`config.mk`:
```
export PLATFORM = sky130hd
export DESIGN_NAME = spi_reg_decoder_flat
export DESIGN_NICKNAME = d
export VERILOG_FILES = /design/src/rtl/spi_reg_decoder_if.sv /design/src/rtl/spi_reg_decoder.sv /design/src/flat_wrapper.sv
export SDC_FILE = /design/constraint.sdc
export NUM_CORES = 1
export LEC_CHECK = 0
export CORE_MARGIN = 2
export CORE_UTILIZATION = 53
export DETAILED_ROUTE_END_ITERATION = 12
export PLACE_DENSITY = 0.86
export SYNTH_ARGS = -nofsm -noshare
export SYNTH_HDL_FRONTEND = slang
export SYNTH_SLANG_ARGS = --single-unit
```
`constraint.sdc`:
```
create_clock -name i_Clk -period 13.4 [get_ports i_Clk]
set_input_delay 2.01 -clock i_Clk [delete_from_list [all_inputs] [get_ports i_Clk]]
set_output_delay 2.01 -clock i_Clk [all_outputs]
set_load 0.03 [all_outputs]
```
`src/rtl/spi_reg_decoder_if.sv`:
```
// Byte-level link between the SPI slave core and the register decoder.
// Latency: none; this is wiring only.
// Backpressure: none; RX and TX are single-cycle pulses with no ready signal.
//
// Signals:
//   i_RX_DV / i_RX_Byte : received byte pulse and data (slave core -> decoder)
//   o_TX_DV / o_TX_Byte : transmit word load pulse and data (decoder -> slave core)
interface spi_reg_decoder_if;
    logic        i_RX_DV;
    logic [7:0]  i_RX_Byte;
    logic        o_TX_DV;
    logic [15:0] o_TX_Byte;

    // master: the SPI slave core side, which delivers bytes and takes TX words
    modport master (
        output i_RX_DV,
        output i_RX_Byte,
        input  o_TX_DV,
        input  o_TX_Byte
    );

    // slave: the decoder side
    modport slave (
        input  i_RX_DV,
        input  i_RX_Byte,
        output o_TX_DV,
        output o_TX_Byte
    );
endinterface

```
`src/rtl/spi_reg_decoder.sv`:
```
// Parses SPI command frames into reads/writes of a 16 x 16-bit register file.
// Latency: writes land 1 cycle after the last byte; TX/error pulse 3 cycles after CS rises.
// Backpressure: none; every RX byte is consumed, bytes beyond a complete command are dropped.
//
// Ports:
//   i_Clk, i_Rst     : clock and asynchronous active-high reset
//   byte_if (slave)  : RX byte pulses in, TX word load pulses out
//   i_SPI_CS_n       : raw asynchronous chip select, active low
//   o_Regs           : registers 0..13 flattened, reg n at [16n+15:16n]
//   o_Wr_Strobe      : one-cycle pulse per accepted write, o_Wr_Addr holds its address
//   o_Frame_Err      : one-cycle pulse when a frame ends with an error
module spi_reg_decoder #(
    parameter logic [15:0] ID_VALUE = 16'h5A01
) (
    input  logic                 i_Clk,
    input  logic                 i_Rst,
    spi_reg_decoder_if.slave     byte_if,
    input  logic                 i_SPI_CS_n,
    output logic [223:0]         o_Regs,
    output logic                 o_Wr_Strobe,
    output logic [3:0]           o_Wr_Addr,
    output logic                 o_Frame_Err
);

    typedef enum logic [2:0] {
        IDLE,
        CMD,
        WDATA_H,
        WDATA_L,
        DONE
    } state_t;

    localparam int NUM_RW = 14;

    // chip select synchronizer and edge detect
    logic cs_meta_q, cs_sync_q, cs_prev_q;
    logic cs_fall, cs_rise;

    state_t      state_q, state_d;
    logic [15:0] hold_q, hold_d;
    logic [3:0]  addr_q, addr_d;
    logic [7:0]  data_h_q, data_h_d;
    logic        err_flag_q, err_flag_d;
    logic        got_byte_q, got_byte_d;
    logic [15:0] regs_q [NUM_RW];
    logic [15:0] regs_d [NUM_RW];
    logic [7:0]  err_cnt_q, err_cnt_d;
    logic [7:0]  frm_cnt_q, frm_cnt_d;
    logic [15:0] tx_byte_q, tx_byte_d;
    logic        tx_dv_q, tx_dv_d;
    logic        wr_strobe_q, wr_strobe_d;
    logic [3:0]  wr_addr_q, wr_addr_d;
    logic        frame_err_q, frame_err_d;

    logic [15:0] wdata;
    logic        frame_end;

    assign cs_fall   = cs_prev_q & ~cs_sync_q;
    assign cs_rise   = ~cs_prev_q & cs_sync_q;
    assign wdata     = {data_h_q, byte_if.i_RX_Byte};
    // A fall seen outside IDLE means the rising edge was missed: close the old frame first.
    assign frame_end = cs_rise | (cs_fall & (state_q != IDLE));

    // Read view of the full 16-entry map; counters are read before this frame's increment.
    function automatic logic [15:0] rd_reg(input logic [3:0] a);
        logic [15:0] v;
        if (a < 4'(NUM_RW)) begin
            v = regs_q[a];
        end else if (a == 4'd14) begin
            v = {err_cnt_q, frm_cnt_q};
        end else begin
            v = ID_VALUE;
        end
        return v;
    endfunction

    always_comb begin
        state_d     = state_q;
        hold_d      = hold_q;
        addr_d      = addr_q;
        data_h_d    = data_h_q;
        err_flag_d  = err_flag_q;
        got_byte_d  = got_byte_q;
        regs_d      = regs_q;
        err_cnt_d   = err_cnt_q;
        frm_cnt_d   = frm_cnt_q;
        tx_byte_d   = tx_byte_q;
        wr_addr_d   = wr_addr_q;
        tx_dv_d     = 1'b0;
        wr_strobe_d = 1'b0;
        frame_err_d = 1'b0;

        // Byte handling first so a byte coincident with frame end is not lost.
        if (byte_if.i_RX_DV && (state_q != IDLE)) begin
            got_byte_d = 1'b1;
            case (state_q)
                CMD: begin
                    if (byte_if.i_RX_Byte[6:4] != 3'b000) begin
                        err_flag_d = 1'b1;
                        state_d    = DONE;
                    end else if (byte_if.i_RX_Byte[7]) begin
                        hold_d  = rd_reg(byte_if.i_RX_Byte[3:0]);
                        state_d = DONE;
                    end else begin
                        addr_d  = byte_if.i_RX_Byte[3:0];
                        state_d = WDATA_H;
                    end
                end
                WDATA_H: begin
                    data_h_d = byte_if.i_RX_Byte;
                    state_d  = WDATA_L;
                end
                WDATA_L: begin
                    if (addr_q < 4'(NUM_RW)) begin
                        regs_d[addr_q] = wdata;
                        hold_d         = wdata;
                    end else begin
                        // read-only target: accepted, contents untouched
                        hold_d = rd_reg(addr_q);
                    end
                    wr_strobe_d = 1'b1;
                    wr_addr_d   = addr_q;
                    state_d     = DONE;
                end
                default: ;
            endcase
        end

        if (frame_end) begin
            // ending mid-data is a short write
            if ((state_d == WDATA_H) || (state_d == WDATA_L)) begin
                err_flag_d = 1'b1;
            end
            if (got_byte_d) begin
                tx_dv_d   = 1'b1;
                tx_byte_d = hold_d;
                frm_cnt_d = frm_cnt_q + 8'd1;
            end
            if (err_flag_d) begin
                frame_err_d = 1'b1;
                err_cnt_d   = err_cnt_q + 8'd1;
            end
            state_d    = IDLE;
            got_byte_d = 1'b0;
            err_flag_d = 1'b0;
        end

        if (cs_fall) begin
            state_d    = CMD;
            got_byte_d = 1'b0;
            err_flag_d = 1'b0;
        end
    end

    always_ff @(posedge i_Clk or posedge i_Rst) begin
        if (i_Rst) begin
            cs_meta_q   <= 1'b1;
            cs_sync_q   <= 1'b1;
            cs_prev_q   <= 1'b1;
            state_q     <= IDLE;
            hold_q      <= '0;
            addr_q      <= '0;
            data_h_q    <= '0;
            err_flag_q  <= 1'b0;
            got_byte_q  <= 1'b0;
            for (int i = 0; i < NUM_RW; i++) begin
                regs_q[i] <= '0;
            end
            err_cnt_q   <= '0;
            frm_cnt_q   <= '0;
            tx_byte_q   <= '0;
            tx_dv_q     <= 1'b0;
            wr_strobe_q <= 1'b0;
            wr_addr_q   <= '0;
            frame_err_q <= 1'b0;
        end else begin
            cs_meta_q   <= i_SPI_CS_n;
            cs_sync_q   <= cs_meta_q;
            cs_prev_q   <= cs_sync_q;
            state_q     <= state_d;
            hold_q      <= hold_d;
            addr_q      <= addr_d;
            data_h_q    <= data_h_d;
            err_flag_q  <= err_flag_d;
            got_byte_q  <= got_byte_d;
            regs_q      <= regs_d;
            err_cnt_q   <= err_cnt_d;
            frm_cnt_q   <= frm_cnt_d;
            tx_byte_q   <= tx_byte_d;
            tx_dv_q     <= tx_dv_d;
            wr_strobe_q <= wr_strobe_d;
            wr_addr_q   <= wr_addr_d;
            frame_err_q <= frame_err_d;
        end
    end

    always_comb begin
        o_Regs = '0;
        for (int i = 0; i < NUM_RW; i++) begin
            o_Regs[16*i +: 16] = regs_q[i];
        end
    end

    assign byte_if.o_TX_DV   = tx_dv_q;
    assign byte_if.o_TX_Byte = tx_byte_q;
    assign o_Wr_Strobe       = wr_strobe_q;
    assign o_Wr_Addr         = wr_addr_q;
    assign o_Frame_Err       = frame_err_q;

endmodule

```
`src/flat_wrapper.sv`:
```
// flat-port wrapper written by rule: the top's interface ports become plain ports
module spi_reg_decoder_flat 
#(
    parameter logic [15:0] ID_VALUE = 16'h5A01
)
  (i_Clk, i_Rst, i_SPI_CS_n, o_Regs, o_Wr_Strobe, o_Wr_Addr, o_Frame_Err, byte_if_i_RX_DV, byte_if_i_RX_Byte, byte_if_o_TX_DV, byte_if_o_TX_Byte);
  spi_reg_decoder_if byte_if_i ();
  input  logic i_Clk;
  input  logic i_Rst;
  input  logic i_SPI_CS_n;
  output logic [223:0] o_Regs;
  output logic o_Wr_Strobe;
  output logic [3:0] o_Wr_Addr;
  output logic o_Frame_Err;
  input wire logic [$bits(byte_if_i.i_RX_DV)-1:0] byte_if_i_RX_DV;
  input wire logic [$bits(byte_if_i.i_RX_Byte)-1:0] byte_if_i_RX_Byte;
  output wire logic [$bits(byte_if_i.o_TX_DV)-1:0] byte_if_o_TX_DV;
  output wire logic [$bits(byte_if_i.o_TX_Byte)-1:0] byte_if_o_TX_Byte;
  assign byte_if_i.i_RX_DV = byte_if_i_RX_DV;
  assign byte_if_i.i_RX_Byte = byte_if_i_RX_Byte;
  assign byte_if_o_TX_DV = byte_if_i.o_TX_DV;
  assign byte_if_o_TX_Byte = byte_if_i.o_TX_Byte;
  spi_reg_decoder #(.ID_VALUE(ID_VALUE)) u_core (.i_Clk(i_Clk), .i_Rst(i_Rst), .byte_if(byte_if_i), .i_SPI_CS_n(i_SPI_CS_n), .o_Regs(o_Regs), .o_Wr_Strobe(o_Wr_Strobe), .o_Wr_Addr(o_Wr_Addr), .o_Frame_Err(o_Frame_Err));
endmodule
```
==> impl_metrics.tcl <==
set metrics [dict create \
    status "finished, final reports clean" \
    synth_edf_count 0 \
    cts.sinks 299 \
    num_vias 10061 \
    tightest_slew_ns 1.23 \
    dr.first_iter.drc_count 834 \
    maxCapViolCount 0 \
    worstSetupPathType "input pin to flip-flop" \
    wl_met1_um 16800 \
    hpwl_um 27300 \
    crit_buf_inv 2 \
    fillCellCount 1840 \
    post-route-drc-count 0 \
    ant_nets 0 \
    fin_tns_setup_ns 0 \
    syn-num-nets 1036 \
    fin_util_pct 67.8 \
    yosysTopAreaCell "dfrtp_1" \
    viasPerCell 6.28 \
    wl_per_cell_um 26.1 \
    met3_wirelength_um 3470 \
    startpoint_type "input pin" \
    ctsHtreeMaxLevel 1 \
    arrival_ns 5.10 \
    hold_viol 0 \
    maxSlewViolCount 0 \
    synth.avg_cell_area_um2 13.7 \
    period_needed_ns 4.65 \
    syn-cell-area_um2 14000 \
    wl_um 41900 \
    ys_types 59 \
    timing.final.crit_share_pct 34.7 \
    final_cell_mix "dfrtp_1 (296), clkdlybuf4s50_1 (254), mux2_2 (239)" \
    seq_area_um2 7490 \
    gp_congestion 0.861 \
    grt_max_degree 172 \
    grt_pass1_wl_um 64500 \
    portBuffers 258 \
    clock_skew_ns 0.0103 \
    setup_viol 0 \
    die_y_um 167 \
    dr.pass1.iters 5 \
    ys_seq_area_share_pct 53.3 \
    gr-total-overflow 0 \
    synthTopCellsByArea "dfrtp_1 (53%), mux2_2 (19%), mux4_2 (6.9%), mux2i_1 (2.2%), nand2_1 (1.6%)" \
    multi_input_area_um2 6060 \
    clk_latency_ns 0.56 \
    async_flop_share_pct 100 \
    final_common_cell "dfrtp_1" \
    synthCells 1022 \
    slowest_delay_ns 0.94 \
    cts-root-buf "clkbuf_16" \
    crit_chain "clkdlybuf4s50_1 > nand4b_4 > clkinv_2 > nand3_1 > nor2_2 > mux2_2" \
    powerDensity_nw_per_um2 119 \
    fp-row-count 59 \
    cts_tree "done" \
    grt_pass1_vias 10514 \
    drive_gt1_share_pct 30.5 \
    relSlewSlack_pct 18.1 \
    syn_to_final_growth_pct 25.8 \
    track_usage_pct 29.9 \
    cp.required_ns 13.84 \
    post-cts-setup-buffers 0 \
    synth_top_area_share_pct 52.7 \
    antenna_found_initial 0 \
    crit_fanout 24 \
    pin_count 259 \
    fmax_ghz 0.215 \
    initial_core_util_pct 53.9 \
    cts_buffers 31 \
    yosys_warnings 0 \
    cp_top_family "simple AND/OR/NAND/NOR gates" \
    critical_path.endpoint_type "flip-flop" \
    path_clk_slew_ns 0.06 \
    dr.max_layer_used "met4" \
    leakagePower_nw 8.00 \
    cts.repair.resized 0 \
    diodes 0 \
    peakVddDrop_mv 0.107 \
    core_um2 26100 \
    wl_met2_um 20300 \
    nets 1256 \
    clock_path_buffers 3 \
    die_width_um 167 \
    slowest_stage "nor2_2" \
    cts.hold.buffers_added 0 \
    synth-main-ff-cell "dfrtp_1" \
    hp-class "flip-flop to flip-flop" \
    synth-seq-cells 299 \
    rsz0062_at_grt "false" \
    die-area_um2 27800 \
]
[final timing paths]
check,startpoint,to,slack (ns),cells past startpoint
setup / recovery,byte_if_i_RX_DV,u_core.o_Regs[121],8.75,6
hold / removal,u_core.cs_meta_q,u_core.cs_sync_q,0.36,0
setup reg to reg,u_core.state_q[0],u_core.o_Regs[121],10.35,5
hold reg to reg,u_core.cs_meta_q,u_core.cs_sync_q,0.36,0
max in group asynchronous,i_Rst,u_core.o_Regs[132],9.94,3
min in group asynchronous,i_Rst,u_core.o_Regs[142],2.02,2
[synth_stat cells (4+ instances only)]
cell	count
a21oi_1	25
a221oi_1	12
a22oi_1	4
a31o_2	4
a31oi_1	6
buf_2	27
buf_4	13
buf_6	6
clkbuf_1	34
dfrtp_1	296
inv_1	15
mux2_1	5
mux2_2	239
mux2_4	11
mux2i_1	31
mux4_2	43
nand2_1	58
nand2b_1	6
nand3_1	12
nor2_1	19
nor2_2	7
nor3_1	16
nor3b_1	11
o211ai_1	25
o21ai_0	12
o221ai_1	20
or2_2	4
xnor2_1	12
[power breakdown]
group	total [mW]	internal (mW)	switching (mW)
Sequential	1.03	0.954	0.0792
Clock	0.823	0.461	0.361
Combinational	0.254	0.105	0.149
[final cells by class]
class / count / area share (%)
flip-flops and latches: 299 / 42.4
clock inverters: 12 / 0.446
well taps: 335 / 2.37
clock buffers: 46 / 5.05
multi-input cells: 625 / 34.3
repair buffers: 269 / 15.1
inverters: 16 / 0.390
[metrics by stage]
step	instance area, um2	hold slack (ns)	setup slack (ns)	total power [mW]	std cells
floorplan	14000	0.345	3.13	1.20	1022
global placement	16700	0.350	8.39	1.29	1544
detailed placement	16700	0.350	8.24	1.30	1544
CTS	17700	0.358	8.83	2.12	1602
global route	17700	0.366	8.67	2.18	1602
finish	17700	0.359	8.75	2.11	1602
[cell families after synthesis]
kind of cell               Yosys count  share of synthesized area (%)
xor gates and xnor gates            14                          0.873
muxes                              329                           29.8
AOI/OAI and AO/OA                  117                           5.92
adders and majority gates            2                          0.178
and+or+nand+nor                    163                           6.34
DFF                                299                           53.3
buffers and inverters               98                           3.54
[state kept, by name (all words and copies together) (netlist names)]
| signal | cells |
|---|---|
| u_core.cs_meta_q | 1 |
| u_core.o_Regs | 224 |
| u_core.frm_cnt_q | 8 |
| u_core.o_Wr_Strobe | 1 |
| u_core.o_Frame_Err | 1 |
| u_core.state_q | 3 |
| u_core.cs_prev_q | 1 |
| u_core.addr_q | 4 |
| u_core.got_byte_q | 1 |
| u_core.data_h_q | 8 |
| u_core.cs_sync_q | 1 |
| u_core.o_Wr_Addr | 4 |
| u_core.err_cnt_q | 8 |
| u_core.err_flag_q | 1 |
| u_core.byte_if.o_TX_Byte | 16 |
| u_core.byte_if.o_TX_DV | 1 |
| u_core.hold_q | 16 |
[per-layer routing]
metal | up-vias | track usage (%)
met2 | 450 | 48.7
met1 | 5311 | 40.4
li1 | 4215 | -
met4 | 0 | 8.96
met5 | - | 0
met3 | 85 | 7.03
Note: power is estimated with default switching activity, not from simulation.
